`src/rtl/cpu_pkg.sv`:
```
// Shared CPU core definitions: register file geometry and the write-back result entry.
package cpu_pkg;

    localparam int DATA_W = 16;
    localparam int ID_W   = 3;
    localparam int NREG   = 2 ** ID_W;

    // One queued result: destination register and the value to write.
    typedef struct packed {
        logic [ID_W-1:0]   id;
        logic [DATA_W-1:0] data;
    } res_entry_t;

endpackage

```
`src/rtl/wb_fifo.sv`:
```
// Result FIFO for write-back. Storage is registered and cleared on reset so the
// head reads as zero while empty after reset. Pointers carry one extra wrap bit
// to tell full from empty.
module wb_fifo
    import cpu_pkg::*;
#(
    parameter int DEPTH = 4
) (
    input  logic       CLK,
    input  logic       RST_N,
    input  logic       push_i,
    input  res_entry_t din_i,
    input  logic       pop_i,
    output res_entry_t head_o,
    output logic       full_o,
    output logic       empty_o
);

    localparam int AW = $clog2(DEPTH);

    logic [AW:0] wr_ptr_q;
    logic [AW:0] rd_ptr_q;
    res_entry_t  mem_q [DEPTH];

    // Storage writes and pointer advance; the caller only pushes when not full
    // and only pops when not empty.
    always_ff @(posedge CLK or negedge RST_N) begin
        if (!RST_N) begin
            wr_ptr_q <= '0;
            rd_ptr_q <= '0;
            for (int i = 0; i < DEPTH; i++) begin
                mem_q[i] <= '0;
            end
        end else begin
            if (push_i) begin
                mem_q[wr_ptr_q[AW-1:0]] <= din_i;
                wr_ptr_q                <= wr_ptr_q + 1'b1;
            end
            if (pop_i) begin
                rd_ptr_q <= rd_ptr_q + 1'b1;
            end
        end
    end

    // Head and status flags decoded straight from the registered pointers.
    always_comb begin
        head_o  = mem_q[rd_ptr_q[AW-1:0]];
        empty_o = (wr_ptr_q == rd_ptr_q);
        full_o  = (wr_ptr_q[AW] != rd_ptr_q[AW]) &&
                  (wr_ptr_q[AW-1:0] == rd_ptr_q[AW-1:0]);
    end

endmodule

```
`src/rtl/reg_writeback.sv`:
```
// Write-back unit: retires queued results to the register file in order and
// keeps a per-register count of outstanding writes for RAW hazard stalls.
module reg_writeback
    import cpu_pkg::*;
#(
    parameter int DEPTH    = 4,
    parameter int MAX_PEND = 3
) (
    input  logic              CLK,
    input  logic              RST_N,
    input  logic              Res_Valid,
    output logic              Res_Ready,
    input  logic [ID_W-1:0]   Res_ID,
    input  logic [DATA_W-1:0] Res_Data,
    input  logic              Issue_Valid,
    input  logic [ID_W-1:0]   Issue_ID,
    output logic              Issue_Ready,
    input  logic              Wb_Stall,
    output logic [NREG-1:0]   Busy,
    output logic [ID_W-1:0]   Reg_W_ID,
    output logic              Reg_Write,
    output logic [DATA_W-1:0] Reg_WData,
    output logic              Err
);

    localparam int CNT_W = $clog2(MAX_PEND + 1);

    res_entry_t       push_entry;
    res_entry_t       head;
    logic             fifo_full;
    logic             fifo_empty;
    logic             push;
    logic             issue_fire;
    logic [CNT_W-1:0] cnt_q [NREG];
    logic [CNT_W-1:0] cnt_d [NREG];
    logic             err_q;
    logic             err_d;

    assign push_entry = '{id: Res_ID, data: Res_Data};

    wb_fifo #(
        .DEPTH (DEPTH)
    ) u_fifo (
        .CLK     (CLK),
        .RST_N   (RST_N),
        .push_i  (push),
        .din_i   (push_entry),
        .pop_i   (Reg_Write),
        .head_o  (head),
        .full_o  (fifo_full),
        .empty_o (fifo_empty)
    );

    // Handshakes and write port; Res_Ready deliberately ignores the pop so no
    // path exists from Wb_Stall to the upstream ready.
    always_comb begin
        Res_Ready   = !fifo_full;
        push        = Res_Valid && !fifo_full;
        Reg_Write   = !fifo_empty && !Wb_Stall;
        Reg_W_ID    = head.id;
        Reg_WData   = head.data;
        Issue_Ready = (cnt_q[Issue_ID] < CNT_W'(MAX_PEND));
        issue_fire  = Issue_Valid && Issue_Ready;
    end

    // Scoreboard update: a simultaneous issue and retire to one register cancel;
    // a retire against a zero count saturates at zero and flags the error.
    always_comb begin
        err_d = err_q;
        for (int i = 0; i < NREG; i++) begin
            cnt_d[i] = cnt_q[i];
            if (issue_fire && (Issue_ID == ID_W'(i)) &&
                !(Reg_Write && (Reg_W_ID == ID_W'(i)))) begin
                cnt_d[i] = cnt_q[i] + 1'b1;
            end else if (Reg_Write && (Reg_W_ID == ID_W'(i)) &&
                         !(issue_fire && (Issue_ID == ID_W'(i)))) begin
                if (cnt_q[i] != '0) begin
                    cnt_d[i] = cnt_q[i] - 1'b1;
                end
            end
        end
        if (Reg_Write && (cnt_q[Reg_W_ID] == '0)) begin
            err_d = 1'b1;
        end
    end

    // Counter and sticky error registers.
    always_ff @(posedge CLK or negedge RST_N) begin
        if (!RST_N) begin
            err_q <= 1'b0;
            for (int i = 0; i < NREG; i++) begin
                cnt_q[i] <= '0;
            end
        end else begin
            err_q <= err_d;
            for (int i = 0; i < NREG; i++) begin
                cnt_q[i] <= cnt_d[i];
            end
        end
    end

    // Busy flags reflect any outstanding write per register.
    always_comb begin
        Err = err_q;
        for (int i = 0; i < NREG; i++) begin
            Busy[i] = (cnt_q[i] != '0);
        end
    end

endmodule
```
`config.mk`:
```
export PLATFORM = sky130hd
export DESIGN_NAME = reg_writeback
export DESIGN_NICKNAME = d
export VERILOG_FILES = /design/src/rtl/cpu_pkg.sv /design/src/rtl/wb_fifo.sv /design/src/rtl/reg_writeback.sv
export SDC_FILE = /design/constraint.sdc
export NUM_CORES = 1
export LEC_CHECK = 0
export CAP_MARGIN = 5
export CORE_UTILIZATION = 50
export DETAILED_ROUTE_END_ITERATION = 16
export PLACE_DENSITY_LB_ADDON = 0.12
export SLEW_MARGIN = 20
export SYNTH_ARGS = -nofsm -noshare
export SYNTH_HDL_FRONTEND = slang
export SYNTH_HIERARCHICAL = 1
export SYNTH_SLANG_ARGS = --single-unit
```
`constraint.sdc`:
```
create_clock -name CLK -period 3.19 [get_ports CLK]
set_clock_uncertainty 0.05 [all_clocks]
set_input_delay 0.638 -clock CLK [delete_from_list [all_inputs] [get_ports CLK]]
set_output_delay 0.638 -clock CLK [all_outputs]
set_load 0.1 [all_outputs]
```
* Word level (Yosys, flattened, before mapping)
Index checks and enable logic that the tools add are counted.
Cells by class: reductions and logical operators 92, $add $sub $neg 18, equal/unequal tests 17, bitwise operators 4, multiplexer cells 36, order comparisons 6
Operators with widths (number):
- 76-bit bitwise mux | 1
- 19-bit two-way mux | 3
- 2-bit two-way mux | 28
- 2-bit nonzero test | 24
- 19-bit binary-select mux with 2-bit select | 1
- 19-bit demux with 2-bit select | 1
- 1-bit logical AND | 38
- 3-bit == test, second input constant | 8
- 1-bit zero test | 19
- 2-bit by 1-bit adder with 2-bit output, second input constant | 8
- 2-bit AND reduction | 8
- 2-bit by 1-bit subtractor with 2-bit output, second input constant | 8
- 2-bit binary-select mux with 3-bit select | 2
- 3-bit by 2-bit == test with 1-bit output, second input constant | 4
- 4-bit >= comparator, second input constant | 2
- 3-bit NOT with 4-bit output | 2
- 3-bit by 1-bit adder with 3-bit output, second input constant | 2
- 3-bit by 1-bit == test with 1-bit output, second input constant | 2
- 3-bit >= comparator, second input constant | 2
- 3-bit zero test | 2
- 2-bit NOT with 3-bit output | 2
- 3-bit == test | 1
- 3-bit by 1-bit < comparator with 1-bit output, second input constant | 1
- 2-bit == test | 1
- 3 further kinds | 3
Word-level totals: flip-flop bits (word level) 99, word-level logic and storage cells 192, bits of input ports 27

* Depth between registers and ports, before layout
Gate-level depths: netlist of run 1.
depth after elaboration 11, depth in mapped cells 10, mapped depth without buffers 9

* Hierarchy
The synthesis of run 1 kept the hierarchy.
By module, submodules not included:
- wb_fifo | sequential area each 2052.0 µm², times used 1, cells each 211, area an instance 3885.0 µm²
- reg_writeback | sequential area each 425.4 µm², times used 1, cells each 158, area an instance 1292.5 µm²

* Worst setup path before layout of run 1
No wires, ideal clock.
kind input -> output, start point input port Issue_ID[1], end point output port Issue_Ready, data required time 2.502 ns, cell stages on the path 3, arrival time 2.823 ns, buffers on the path 0, slack -0.321 ns, cell sequence inv_2 mux4_2 mux2i_1
On the way: longest elaborated chain between the ends 5
Ends and longest elaborated chain:
- start: declaration | RTL line reg_writeback.sv:16 | input logic [ID_W-1:0] Issue_ID,
- 3-bit NOT with 4-bit output (not written as such) | RTL line reg_writeback.sv:62 | Issue_Ready = (cnt_q[Issue_ID] < CNT_W'(MAX_PEND));
- 2-bit binary-select mux with 3-bit select | RTL line reg_writeback.sv:62
- 2-bit two-way mux (not written as such) (2 in series) | RTL line reg_writeback.sv:62
- 2-bit < comparator | RTL line reg_writeback.sv:62
- end: declaration | RTL line reg_writeback.sv:17 | output logic Issue_Ready,
No other way between the ends. The select of a mux whose other input is x is not followed.

* Worst setup path after layout of run 1
Same ends and word-level chain as after synthesis.

==> results of run 1 <==
[cells by family (layout without fill, tap and decap cells)]
kind of cell / Yosys count / in the layout / share of synthesized area
AOI/OAI and AO/OA: 28 / 28 / 0.03021
xor gates and xnor gates: 7 / 7 / 0.01184
adders and majority gates: 13 / 13 / 0.03142
buffers and inverters: 21 / 89 / 0.03238
DFF: 99 / 99 / 0.4785
muxes: 103 / 103 / 0.3088
and+or+nand+nor: 98 / 98 / 0.1068
[flip-flops by register name (all words and copies together), names as in the netlist]
signal           count
u_fifo/wr_ptr_q      3
Err                  1
u_fifo/rd_ptr_q      3
u_fifo/mem_q        76
cnt_q               16
[worst max-delay path, stage by stage]
cell and delay, ns:
clkdlybuf4s50_1 0.49, inv_2 0.13, mux4_2 0.57, mux2i_2 0.23
buf_12 0.21
[placed cells by master (no fill, tap or decap), types with 2 or more instances in the layout]
cell type / synthesis / routed
a211oi_1: 2 / 2
a21o_1: 2 / 2
a21oi_1: 2 / 2
and2_0: 2 / 2
and2_1: 7 / 7
buf_12: 3 / 23
buf_4: 0 / 15
bufinv_16: 0 / 2
clkbuf_8: 0 / 11
clkdlybuf4s50_1: 0 / 25
dfrtp_1: 99 / 99
ha_1: 13 / 13
inv_1: 9 / 9
mux2_2: 28 / 28
mux2_4: 49 / 49
mux2i_1: 3 / 2
mux4_2: 23 / 23
nand2_1: 31 / 31
nand2_8: 3 / 3
nand3_1: 2 / 2
nor2_1: 10 / 9
nor2b_1: 15 / 15
nor3_1: 8 / 8
nor3b_1: 7 / 7
nor4_1: 2 / 2
o21ai_0: 19 / 19
o22ai_1: 2 / 2
or2_1: 7 / 7
xnor2_1: 3 / 3
xor2_1: 4 / 4
[metal layers]
| metal | GRT usage | routed length [µm] | vias up |
|---|---|---|---|
| li1 | - | - | 1447 |
| met1 | 0.2811 | 4614 | 1623 |
| met2 | 0.3106 | 4646 | 57 |
| met3 | 0.04091 | 319 | 17 |
| met4 | 0.07449 | 166 | 0 |
| met5 | 0 | 0 | - |
[cell usage after synthesis]
| master | instances |
|---|---|
| nand2b_1 | 1 |
| buf_2 | 2 |
| mux2_4 | 49 |
| xnor2_1 | 3 |
| or2_1 | 7 |
| nor4_1 | 2 |
| ha_1 | 13 |
| a21oi_1 | 2 |
| nor3b_1 | 7 |
| mux4_2 | 23 |
| nand2_4 | 1 |
| inv_2 | 1 |
| and2_1 | 7 |
| a211oi_1 | 2 |
| or3_1 | 1 |
| clkbuf_1 | 1 |
| o21ai_0 | 19 |
| mux2i_1 | 3 |
| nor2b_1 | 15 |
| nand2_1 | 31 |
| a21o_1 | 2 |
| or2_0 | 1 |
| and2_0 | 2 |
| mux2_2 | 28 |
| xor2_1 | 4 |
| buf_12 | 3 |
| nand3_1 | 2 |
| buf_6 | 5 |
| inv_1 | 9 |
| nand2_8 | 3 |
| dfrtp_1 | 99 |
| o221ai_1 | 1 |
| nor2_1 | 10 |
| o22ai_1 | 2 |
| nor3_1 | 8 |
[path summary, 6_finish.rpt]
check                                               startpoint                             end  cells after the start
min in group CLK                u_fifo/rd_ptr_q[2]$_DFFE_PN0P_  u_fifo/rd_ptr_q[2]$_DFFE_PN0P_                      1
worst min-delay path                                     RST_N            cnt_q[5]$_DFFE_PN0P_                      1
worst min register to register  u_fifo/rd_ptr_q[2]$_DFFE_PN0P_  u_fifo/rd_ptr_q[2]$_DFFE_PN0P_                      1
max in group asynchronous                                RST_N     u_fifo/mem_q[4]$_DFFE_PN0P_                      2
worst max register to register  u_fifo/rd_ptr_q[0]$_DFFE_PN0P_           cnt_q[11]$_DFFE_PN0P_                      8
worst max-delay path                               Issue_ID[1]                     Issue_Ready                      5
[stage by stage]
stage	hold slack [ns]	setup slack (ns)
2_1_floorplan	0.2924	0.2048
3_3_place_gp	0.4307	0.2605
3_5_place_dp	0.4303	0.2374
4_1_cts	0.2403	0.2362
5_1_grt	0.2655	0.1955
6_report	0.2132	0.2436
[layout make-up]
class                   count  share of cell area
clock inverters             4             0.01157
inverters                  10            0.005986
flip-flops and latches     99              0.3951
multi-input cells         249              0.4048
well taps                 133             0.02654
clock buffers              12             0.02474
repair buffers             63              0.1313
==> impl_metrics.py, run 1 <==
metrics = {
    "synthesis": {
        "ys_warn_count": 6,
        "synth.avg_cell_area_um2": 14.03,
        "ys_ff_latch": 99,
        "synth_nets": 409,
        "yosysTopAreaCell": "dfrtp_1",
        "netlist_instances": 369,
        "synth_area_um2": 5177,
        "ys_types": 35,
        "synth_area_leaders": "dfrtp_1 48%, mux2_4 14%, mux4_2 10%",
        "yosysSeqAreaShare": 0.4785,
        "netlist.area_leader.share": 0.4785,
    },
    "final_layout": {
        "drive_above_1_share": 0.3661,
        "antennaDiodeCount": 0,
        "syn_to_final_growth_pct": 21.12,
        "fill_cells": 766,
        "seqCellArea_um2": 2477,
        "final_area_um2": 6271,
        "multi_input_area_um2": 2539,
        "final_core_util": 0.6328,
        "nets": 472,
        "final_cells": 570,
    },
    "detailed_routing": {
        "drt_pre_antenna_iters": 4,
        "routedWlPerCell_um": 17.10,
        "drtIter0Drc": 132,
        "drtAntennaViolNets": 0,
        "num_vias": 3144,
        "drc_errors": 0,
        "vias_per_cell": 5.516,
        "finalWirelength_um": 9746,
    },
    "clocking": {
        "post-cts-setup-buffer-count": 0,
        "clkLatencyLatePin_ns": 0.37,
        "cts.path.max_buffers": 2,
        "cts_resized": 0,
        "root_buffer": "clkbuf_8",
        "clkTransAtPathRegs_ns": 0.09,
        "cts_htree_levels": 3,
        "cts_hold_buf": 0,
        "numCtsBuffers": 9,
        "cts_sinks": 99,
        "cts_tree": "done",
    },
    "placement": {
        "io_buffers": 57,
        "place.gp.congestion": 0.7862,
        "dp_cells": 554,
        "place.detailed.hpwl_um": 6635,
        "placed_cell_area_um2": 6043,
    },
    "die": {
        "fp.coreArea_um2": 9910,
        "rows": 36,
        "die_width_um": 103.8,
        "start_util": 0.5225,
        "dieArea_um2": 10770,
        "boundaryPins": 58,
        "chipHeight_um": 103.8,
    },
    "global_routing": {
        "grt.total_usage": 0.2007,
        "grt_pass1_vias": 3238,
        "grt_max_degree": 51,
        "grt_overflow": 0,
        "grt_pass1_wl_um": 16750,
        "antenna_found_initial": 0,
    },
    "run_status": {
        "status": "finished, final reports clean",
    },
    "timing": {
        "tns_ns": 0,
        "relSlewSlack": 0.5661,
        "worst_slew_pin_slew_ns": 0.6508,
        "setup_violations": 0,
        "hold_viol": 0,
        "period_minus_slack_ns": 2.946,
        "fmax_mhz": 339.4,
        "rsz0062_at_grt": "no",
        "fin_crit_sh": 0.9237,
        "slew_violations": 0,
    },
    "setup_path": {
        "required_ns": 2.50,
        "worstPathMaxFanout": 5,
        "worstSetupPathType": "input pin to output pin",
        "worstSetupStartpointType": "input pin",
        "cp-end-kind": "output pin",
        "rrSetupSlack_ns": 0.63,
        "critical_path_arrival_ns": 2.26,
    },
    "flow_run": {
        "maxCapViolations": 0,
    },
    "min_path": {
        "hp-class": "input pin to async pin",
    },
}
Power of run 1 is not shown: default switching activity piles up to over one toggle a cycle in this logic, so the estimate is an artifact.
==> inputs of run 2 (changes only) <==
--- a/config.mk
+++ b/config.mk
@@ -12,5 +12,4 @@
 export SLEW_MARGIN = 20
 export SYNTH_ARGS = -nofsm -noshare
 export SYNTH_HDL_FRONTEND = slang
-export SYNTH_HIERARCHICAL = 1
 export SYNTH_SLANG_ARGS = --single-unit
==> run 2 against run 1 <==
Worst setup slack gained 0.046 ns. Via count grew 0.67%. Sequential share of layout area grew 0.34 points. Critical path depth grew 1. Sequential cell count is the same. Critical endpoint unchanged. Non-clock buffer count shrank 1. Design area shrank 0.80%. Hold slack gained 0.050 ns.
==> impl_metrics.py, run 2 <==
metrics = {
    "timing": {
        "worst_slew_pin_slew_ns": 0.7161,
        "slew_violations": 0,
        "fin_crit_sh": 0.9091,
        "tns_ns": 0,
        "setup_ws_ns": 0.2900,
        "fmax_mhz": 344.8,
        "rsz0062_at_grt": "no",
        "hold_viol": 0,
        "setup_violations": 0,
        "period_minus_slack_ns": 2.900,
        "relSlewSlack": 0.5226,
    },
    "synthesis": {
        "async_reset_ff_frac": 1.000,
        "yosys.cell_count.top_type": "dfrtp_1",
        "synth_common_cells": "99 x dfrtp_1, 40 x mux2_4, 38 x mux2_2",
        "netlist_instances": 391,
        "synth_area_leaders": "dfrtp_1 48%, mux2_4 12%, mux2_2 8.2%",
        "ys_ff_latch": 99,
        "synth_edf_count": 0,
        "synth.avg_cell_area_um2": 13.32,
        "yosysSeqAreaShare": 0.4758,
        "netlist.area_leader.share": 0.4758,
        "synth_area_um2": 5206,
        "ys_types": 35,
        "yosysTopAreaCell": "dfrtp_1",
        "synthFlopType": "dfrtp_1",
        "synth_nets": 431,
        "ys_warn_count": 0,
    },
    "setup_path": {
        "required_ns": 2.50,
        "worstSetupStartpointType": "input pin",
        "cp-end-kind": "output pin",
        "r2r-start": "u_fifo.rd_ptr_q[0]$_DFFE_PN0P_",
        "worstSetupPathType": "input pin to output pin",
        "critical_path_arrival_ns": 2.21,
        "worstPathMaxFanout": 13,
        "cp-startpoint": "Issue_ID[1]",
    },
    "die": {
        "chipHeight_um": 104.0,
        "boundaryPins": 58,
        "die_width_um": 104.0,
        "fp.coreArea_um2": 9955,
        "start_util": 0.5230,
        "rows": 36,
        "dieArea_um2": 10820,
    },
    "global_routing": {
        "grt_pass1_wl_um": 16970,
        "grt_pass1_vias": 3308,
        "grt_overflow": 0,
        "antenna_found_initial": 0,
        "grt.total_usage": 0.1969,
        "grt_max_degree": 55,
    },
    "final_layout": {
        "reg_top3": "u_fifo.mem_q: 76 flops, cnt_q: 16 flops",
        "antennaDiodeCount": 0,
        "syn_to_final_growth_pct": 19.49,
        "largest_register_ffs": 76,
        "multi_input_area_um2": 2550,
        "final_cell_mix": "98 x dfrtp_1, 40 x mux2_4, 38 x mux2_2",
        "regMostFlops": "u_fifo.mem_q",
        "seqCellArea_um2": 2479,
        "drive_above_1_share": 0.3670,
        "final_common_cell": "dfrtp_1",
        "nets": 490,
        "fill_cells": 804,
    },
    "run_status": {
        "status": "finished, final reports clean",
    },
    "clocking": {
        "cts_hold_buf": 0,
        "cts.path.max_buffers": 2,
        "cts_sinks": 99,
        "numCtsBuffers": 9,
        "cts_tree": "done",
        "cts_resized": 0,
        "cts_htree_levels": 3,
        "clkLatencyLatePin_ns": 0.36,
        "root_buffer": "clkbuf_8",
        "post-cts-setup-buffer-count": 0,
        "clkTransAtPathRegs_ns": 0.09,
    },
    "placement": {
        "io_buffers": 57,
        "dp_worst_setup_slack_ns": 0.3077,
        "place.detailed.hpwl_um": 6571,
        "place.gp.congestion": 0.7797,
    },
    "detailed_routing": {
        "num_vias": 3165,
        "finalWirelength_um": 9753,
        "drtAntennaViolNets": 0,
        "vias_per_cell": 5.383,
        "drc_errors": 0,
        "routedWlPerCell_um": 16.59,
        "drt_pre_antenna_iters": 4,
        "drtIter0Drc": 127,
    },
    "min_path": {
        "hp-class": "input pin to async pin",
    },
    "flow_run": {
        "maxCapViolations": 0,
    },
}
-- run 2: cell count changes in the layout (fill, tap and decap cells not counted), sizes merged, moves of 4 or more --
cell    previous run  this run
nand2             35        40
o21ai             19        28
nor2              10        17
and2               9         2
nor3               8         4
a21oi              2         6
nand3              2         9
mux4              23        18
nand2b             1         5
-- run 2: logic make-up after synthesis --
group	after synthesis	share of synthesized area
buf+inv	19	0.03509
simple gates	113	0.1199
flops	99	0.4758
mux	102	0.2870
xor+xnor	7	0.01178
fa+ha+maj	13	0.03124
compound gates	38	0.03917
-- run 2: path summary, 6_finish.rpt --
path	cells after the start	to	slack (ns)
setup / recovery	6	Issue_Ready	0.29
hold / removal	1	u_fifo.wr_ptr_q[2]$_DFFE_PN0P_	0.26
setup reg to reg	7	cnt_q[15]$_DFFE_PN0P_	0.61
hold reg to reg	2	Err$_DFFE_PN0P_	0.44
max in group asynchronous	2	u_fifo.mem_q[24]$_DFFE_PN0P_	2.15
min in group CLK	2	Err$_DFFE_PN0P_	0.44
-- run 2: area by class of cell --
class,count,area share
timing repair buffer,62,0.1311
clock buffer,9,0.01991
tap,133,0.02675
multi-input combinational,273,0.4099
sequential,99,0.3984
clock inverter,7,0.01086
inverter,5,0.003017
-- run 2: metal layers --
metal,track usage,vias to the layer above,wire [µm]
met5,0,-,0
met4,0.03367,0,63
met3,0.04386,5,337
met2,0.3262,55,4707
met1,0.2698,1592,4645
li1,-,1513,-
-- run 2: per-stage QoR --
step	cell area, µm²	std cells	utilization	hold slack (ns)
floorplan	5210	391	-	0.2924
global placement	6030	572	0.6057	0.4082
detailed placement	6030	572	0.6057	0.4187
CTS	6221	588	0.6249	0.2801
global route	6221	588	0.6249	0.3073
finish	6221	588	0.6249	0.2629
-- run 2: critical path, cell delays in order --
cell             delay [ns]
clkdlybuf4s50_1        0.73
nand3_1                0.12
o211ai_1               0.10
o21ai_0                0.13
mux2_2                 0.31
buf_12                 0.17
Power of run 2 is left out for the same reason.
==> inputs of run 3 (changes only) <==
--- a/config.mk
+++ b/config.mk
@@ -9,6 +9,7 @@
 export CORE_UTILIZATION = 50
 export DETAILED_ROUTE_END_ITERATION = 16
 export PLACE_DENSITY_LB_ADDON = 0.12
+export REMOVE_ABC_BUFFERS = 1
 export SLEW_MARGIN = 20
 export SYNTH_ARGS = -nofsm -noshare
 export SYNTH_HDL_FRONTEND = slang
==> run 3 against run 2 <==
First-iteration DRC count down 13%. Via count increased by 1.9%. Worst setup slack got worse by 0.030 ns. Sequential share of layout area up 0.088 points. Critical path depth unchanged. Highest routed layer unchanged. Critical path type unchanged. Global-route usage grew 0.26 points. Final cell count increased by 0.17%. Critical endpoint unchanged. Die area is the same.
==> impl_metrics.py, run 3 (synthesis gave the netlist of run 2 again) <==
metrics = {
    "run_status": {
        "status": "finished, final reports clean",
    },
    "die": {
        "die_width_um": 104.0,
        "dieArea_um2": 10820,
        "rows": 36,
        "chipHeight_um": 104.0,
        "boundaryPins": 58,
        "start_util": 0.5230,
        "fp.coreArea_um2": 9955,
    },
    "global_routing": {
        "grt.total_usage": 0.1995,
        "grt_pass1_vias": 3365,
        "grt_overflow": 0,
        "antenna_found_initial": 0,
        "grt_max_degree": 62,
        "grt_pass1_wl_um": 16970,
    },
    "final_layout": {
        "syn_to_final_growth_pct": 19.23,
        "final_common_cell": "dfrtp_1",
        "largest_register_ffs": 76,
        "nets": 491,
        "antennaDiodeCount": 0,
        "regMostFlops": "u_fifo.mem_q",
        "final_cell_mix": "98 x dfrtp_1, 40 x mux2_4, 38 x mux2_2",
        "reg_top3": "u_fifo.mem_q: 76 flops, cnt_q: 16 flops",
        "final_cells": 589,
        "drive_above_1_share": 0.3575,
    },
    "detailed_routing": {
        "vias_per_cell": 5.474,
        "drtAntennaViolNets": 0,
        "drc_errors": 0,
        "drt_pre_antenna_iters": 4,
        "finalWirelength_um": 9941,
        "num_vias": 3224,
        "drtIter0Drc": 110,
        "routedWlPerCell_um": 16.88,
    },
    "setup_path": {
        "cp-startpoint": "Issue_ID[1]",
        "r2r_end": "cnt_q[13]$_DFFE_PN0P_",
        "required_ns": 2.50,
        "cp-end-kind": "output pin",
        "worstRegToRegCells": 8,
        "r2r-start": "u_fifo.rd_ptr_q[1]$_DFFE_PN0P_",
        "worstSetupStartpointType": "input pin",
        "rrSetupSlack_ns": 0.41,
        "worstSetupPathType": "input pin to output pin",
        "critical_path_arrival_ns": 2.24,
        "worstPathMaxFanout": 13,
    },
    "clocking": {
        "cts_tree": "done",
        "cts.path.max_buffers": 2,
        "numCtsBuffers": 9,
        "cts_htree_levels": 3,
        "clkLatencyLatePin_ns": 0.36,
        "clkTransAtPathRegs_ns": 0.09,
        "cts_sinks": 99,
        "root_buffer": "clkbuf_8",
    },
    "timing": {
        "worst_slew_pin_slew_ns": 0.5850,
        "fmax_mhz": 341.3,
        "fin_crit_sh": 0.9184,
        "rsz0062_at_grt": "no",
        "timing.hold.ws_ns": 0.1922,
        "period_minus_slack_ns": 2.930,
        "relSlewSlack": 0.5989,
        "slew_violations": 0,
        "setup_violations": 0,
        "hold_viol": 0,
    },
    "placement": {
        "place.gp.congestion": 0.7702,
        "place.detailed.hpwl_um": 6858,
        "io_buffers": 57,
        "dp_cells": 573,
    },
    "flow_run": {
        "maxCapViolations": 0,
    },
    "min_path": {
        "hp-class": "input pin to async pin",
    },
}
run 3: critical path, stage by stage:
cell,delay [ns]
clkdlybuf4s50_1,0.71
nand3_1,0.15
o211ai_1,0.12
o21ai_0,0.13
mux2_2,0.31
buf_12,0.17
run 3: how the worst max path moves through the flow:
stage / endpoint / slack, ns
3_3_place_gp: Issue_Ready / 0.36
2_1_floorplan: cnt_q[1]$_DFFE_PN0P_ / -1.05
3_5_place_dp: cnt_q[7]$_DFFE_PN0P_ / 0.29
5_1_grt: Issue_Ready / 0.12
6_report: Issue_Ready / 0.26
4_1_cts: Reg_Write / 0.15
run 3: cell type report:
cell class / count / area [µm²]
Sequential cell: 99 / 2479
Fill cell: 782 / 3747
Clock buffer: 15 / 166.4
Timing Repair Buffer: 63 / 823.3
Inverter: 5 / 18.77
Clock inverter: 1 / 7.507
Multi-Input combinational cell: 273 / 2546
Tap cell: 133 / 166.4
run 3: what timing repair did:
action / in CTS / in global routing
setup buffers: 0 / 0
endpoints found under the setup margin: 0 / 1
gates resized for setup: 0 / 1
hold buffers: 0 / 0
run 3: stage by stage:
stage / setup TNS [ns] / util / setup WS [ns] / instance area, µm²
2_1_floorplan: -14.87 / - / -1.046 / 5042
3_3_place_gp: 0 / 0.6060 / 0.3646 / 6032
3_5_place_dp: 0 / 0.6060 / 0.2868 / 6032
4_1_cts: 0 / 0.6234 / 0.1455 / 6206
5_1_grt: 0 / 0.6236 / 0.1250 / 6207
6_report: 0 / 0.6236 / 0.2602 / 6207
run 3: layer usage:
layer	track usage	share of wire	vias to the layer above
met3	0.05576	0.043	6
met4	0.04286	0.0065	0
met2	0.3167	0.47	60
met5	0	0	-
li1	-	-	1509
met1	0.2741	0.48	1649
Power of run 3 is left out for the same reason.
